==> src/rtl/inst_fifo.sv <==
// Dual-push/dual-pop instruction queue between fetch and dual-issue decode.
// Optional INST_FIFO_STATS_EN adds an empty-cycle counter output.
module inst_fifo #(
    parameter int DEPTH = 16
) (
    input  logic        clk,
    input  logic        resetn,
`ifdef INST_FIFO_STATS_EN
    output logic [31:0] empty_cycles,
`endif
    input  logic        flush,
    input  logic        write_en1,
    input  logic        write_en2,
    input  logic [31:0] write_inst1,
    input  logic [31:0] write_addr1,
    input  logic [31:0] write_inst2,
    input  logic [31:0] write_addr2,
    input  logic        read_en1,
    input  logic        read_en2,
    output logic [31:0] read_inst1,
    output logic [31:0] read_addr1,
    output logic [31:0] read_inst2,
    output logic [31:0] read_addr2,
    output logic        empty,
    output logic        almost_empty,
    output logic        full
);

    localparam int AW = $clog2(DEPTH);
    localparam int CW = AW + 1;

    logic [31:0]   r_inst [DEPTH];
    logic [31:0]   r_addr [DEPTH];
    logic [AW-1:0] r_head;
    logic [AW-1:0] r_tail;
    logic [CW-1:0] r_count;

    logic          w_full;
    logic          w_empty;
    logic          w_ge2;
    logic          w_wr1;
    logic          w_wr2;
    logic          w_rd1;
    logic          w_rd2;
    logic [1:0]    w_nw;
    logic [1:0]    w_nr;
    logic [AW-1:0] w_head1;
    logic [AW-1:0] w_tail1;

    assign w_empty = (r_count == '0);
    assign w_ge2   = (r_count > CW'(1));
    assign w_full  = (r_count > CW'(DEPTH - 2));

    // Full is judged on the pre-edge count, so a same-cycle pop never frees room.
    assign w_wr1 = write_en1 & ~w_full;
    assign w_wr2 = w_wr1 & write_en2;
    assign w_rd1 = read_en1 & ~w_empty;
    assign w_rd2 = w_rd1 & read_en2 & w_ge2;

    assign w_nw = {1'b0, w_wr1} + {1'b0, w_wr2};
    assign w_nr = {1'b0, w_rd1} + {1'b0, w_rd2};

    assign w_head1 = r_head + AW'(1);
    assign w_tail1 = r_tail + AW'(1);

    assign empty        = w_empty;
    assign almost_empty = (r_count == CW'(1));
    assign full         = w_full;

    assign read_inst1 = w_empty ? 32'h0 : r_inst[r_head];
    assign read_addr1 = w_empty ? 32'h0 : r_addr[r_head];
    assign read_inst2 = w_ge2 ? r_inst[w_head1] : 32'h0;
    assign read_addr2 = w_ge2 ? r_addr[w_head1] : 32'h0;

    always_ff @(posedge clk) begin
        if (resetn && !flush) begin
            if (w_wr1) begin
                r_inst[r_tail] <= write_inst1;
                r_addr[r_tail] <= write_addr1;
            end
            if (w_wr2) begin
                r_inst[w_tail1] <= write_inst2;
                r_addr[w_tail1] <= write_addr2;
            end
        end
    end

    always_ff @(posedge clk) begin
        if (!resetn) begin
            r_head  <= '0;
            r_tail  <= '0;
            r_count <= '0;
        end else if (flush) begin
            r_head  <= '0;
            r_tail  <= '0;
            r_count <= '0;
        end else begin
            r_head  <= r_head + AW'(w_nr);
            r_tail  <= r_tail + AW'(w_nw);
            r_count <= r_count + CW'(w_nw) - CW'(w_nr);
        end
    end

`ifdef INST_FIFO_STATS_EN
    logic [31:0] r_empty_cycles;

    always_ff @(posedge clk) begin
        if (!resetn) begin
            r_empty_cycles <= '0;
        end else if (w_empty && !flush) begin
            r_empty_cycles <= r_empty_cycles + 32'd1;
        end
    end

    assign empty_cycles = r_empty_cycles;
`endif

`ifndef SYNTHESIS
    a_count_max: assert property (
        @(posedge clk) disable iff (!resetn) r_count <= CW'(DEPTH)
    );
`endif

endmodule
==> config.mk <==
export PLATFORM = sky130hd
export DESIGN_NAME = inst_fifo
export DESIGN_NICKNAME = d
export VERILOG_FILES = /design/src/rtl/inst_fifo.sv
export SDC_FILE = /design/constraint.sdc
export NUM_CORES = 2
export LEC_CHECK = 0
export ABC_AREA = 1
export BUFFER_PORTS_ARGS = -buffer_cell sky130_fd_sc_hd__buf_4
export CORE_ASPECT_RATIO = 0.8
export CORE_MARGIN = 2
export CORE_UTILIZATION = 25
export CTS_CLUSTER_SIZE = 14
export DETAILED_ROUTE_END_ITERATION = 10
export HOLD_SLACK_MARGIN = 0.03
export PLACE_DENSITY = 0.46
export SLEW_MARGIN = 20
export SYNTH_ARGS = -nofsm -noshare
export SYNTH_HDL_FRONTEND = slang
export SYNTH_SLANG_ARGS = --single-unit
==> constraint.sdc <==
create_clock -name clk -period 7.85 [get_ports clk]
set_clock_uncertainty 0.15 [all_clocks]
set_input_delay 0.785 -clock clk [delete_from_list [all_inputs] [get_ports clk]]
set_output_delay 0.785 -clock clk [all_outputs]
set_load 0.1 [all_outputs]
==> metrics.txt <==
CTS H-Tree Depth 4; Mapped Cells 10050; CTS tree built; gp weighted congestion 0.8390; Reg-to-Reg Start r_count[4]$_SDFF_PP0_; crit path launch type flip-flop; HP Class primary input to flip-flop; most frequent cell after synthesis nand2_1; Async SR Flop Fraction 0%; FF/Latch Area 31020 um2; WHS Path Cells 4; Max IR drop VDD 444.9 uV; vias per inst 5.281; WL final 347.2 mm; via count 70430; Most used DFF post-synth edfxtp_1; flops & latches, synth 1037; area of the multi-input gates 32100 um2; Buffers on Ports 265; cts hold-fix bufs 0; failing checks slew limit; worst r2r path cells 11; post-route minimum period 6059 ps; DIE HEIGHT 476.4 um; top post-synthesis cells by area edfxtp_1 (44%), nand2_1 (23%), nand3_1 (16%); Max Cap Viol 0; post-DP HPWL 185.7 mm; Core Area 277500 um2; nets 9707; WS Path Type flip-flop to output pin; worst rel slew slack -3.642%; TritonRoute pass-1 iters 6; Post-Syn Nets 10200; Critical Path AT 5120 ps; row count 173; share of layout cells above drive strength 1 6.743%; Final Slew Violations 111; RR Endpoint r_inst[6][23]$_DFFE_PP_; Worst-Margin Slew 1555 ps; Avg Inst Size Synth 6.941 um2; antenna violations before repair 23; Max clock buf depth 3; Die Width 594.4 um; fill cell count 29930; Post-synth top cells nand2_1 (4180), nand3_1 (2179), edfxtp_1 (1024); hold_ws 175.9 ps; Setup TNS 0 ps; CP Max Fanout 114; Crit. End Element output pin; Mapped Area 69720 um2; number of synthesized flops with an enable pin 1024; pwr/cell area 314.8 nW/um2; clock sinks 1037; sequential area share after synthesis 44.48%; top cell type's share of synthesized area 44.10%; PostCTS Resize Cnt 0; per-cell routed wire length 26.03 um; Clock transition at path regs 60 ps; end-of-flow core utilization 27.89%; period utilization 77.18%; # Post-CTS Setup Buffers 0; largest net degree at the start of global routing 253; Die Area 283200 um2; vias in the first global route 64040; leakage power 34.85 nW; Num CTS Buffers 131; post-route ant nets 0; register-to-register setup slack 2880 ps; worst path required time 6910 ps; Top Ports 266; Syn. warnings 0; hold wc startpoint flush; Hold EP r_count[3]$_SDFF_PP0_; first-pass GRT wire length 488.8 mm; status finished, violations left; area grow syn2layout 11.01%; Synth cell types 31; unrepaired setup endpoints after global routing no; CTS root buffer clkbuf_16; dominant cell type by area after synthesis edfxtp_1; fmax 165.1 MHz; initial core utilization 25.13%; Hold Vio Cnt, Final 0; DRC Markers 0; GRT Util Overall 23.65%; grt ovf 0; Worst-Skew Late Latency 800 ps; final setup fails 0; DRC marker count from the first detailed-route iteration 10570
## logic make-up (layout without fill, tap and decap cells)
kind of cell               count (synthesis)  after routing  share of synthesized area [%]
adders and majority gates                 19             19                         0.3840
other                                      0              7                              0
xor gates and xnor gates                   5              5                        0.07359
buffers and inverters                   1641           1250                          10.07
DFF                                     1037           1037                          44.48
AOI/OAI and AO/OA                        621            621                          4.465
and+or+nand+nor                         6722           6722                          40.54
## sequential cells by signal, summed over array words and instances (netlist names)
register	count
r_inst	512
r_head	4
r_tail	4
r_count	5
r_addr	512
## placed cells by master, fill, tap and decap left out, types with 15 or more instances in the layout
master	instances
nand3_4	16
nand3_1	2171
clkinv_1	35
buf_4	375
clkinv_2	19
nor2_1	328
o21ai_0	276
a21oi_1	326
clkbuf_16	135
inv_1	601
buf_12	15
edfxtp_1	1024
nand2_1	4180
o21ai_4	16
clkbuf_1	28
## critical path, stage by stage (launching register included)
cell	delay, ps
dfxtp_4	730
ha_4	550
inv_8	850
buf_12	560
a21oi_1	70
o21ai_0	120
nand3_1	150
nand3_1	120
nand2_1	60
nor2_1	550
buf_4	410
## how the worst max path moves through the flow
stage                     slack [ps]  cells past startpoint                endpoint                  from
final                           1790                     10           read_addr2[0]  r_head[1]$_SDFF_PP0_
after global routing            1550                     10           read_inst2[9]  r_head[0]$_SDFF_PP0_
after CTS                       1860                     10           read_addr2[0]  r_head[1]$_SDFF_PP0_
after detailed placement        2700                     10           read_addr2[0]  r_head[1]$_SDFF_PP0_
after global placement          2670                     10           read_inst1[6]  r_head[0]$_SDFF_PP0_
after floorplan                 1200                      5  r_addr[7][0]$_DFFE_PP_                resetn
## metrics by stage
step | cell area, um2 | setup WS [ps] | cells | power, W
global placement | 73240 | 2666 | 13090 | 0.01824
floorplan | 69720 | 1203 | 10050 | 0.01477
detailed placement | 73280 | 2698 | 13090 | 0.01828
finish | 77400 | 1791 | 13340 | 0.02436
CTS | 77350 | 1855 | 13330 | 0.02433
global route | 77400 | 1551 | 13330 | 0.02526
## final cells by class
cell class                 count  share of cell area (%)
multi-input combinational   7367                   41.47
clock buffer                 165                   4.536
tap                         3675                   5.941
inverter                     620                   3.055
sequential                  1037                   40.08
clock inverter                69                  0.7306
timing repair buffer         396                   4.159
antenna                        7                 0.02263
## report_power, final
part,switching (W),leakage (nW),internal [W]
Clock,0.00264,1.99,0.00345
Combinational,0.00975,23.5,0.00232
Sequential,0.0000562,9.33,0.00614
Total,0.0125,34.9,0.0119
## metal layers
layer	GRT usage (%)	part of all wire [%]
met5	0	0.020
met4	8.410	3.7
met3	4.353	11
met2	34.92	42
met1	34.18	43
Power figures use the tool's default switching activity.
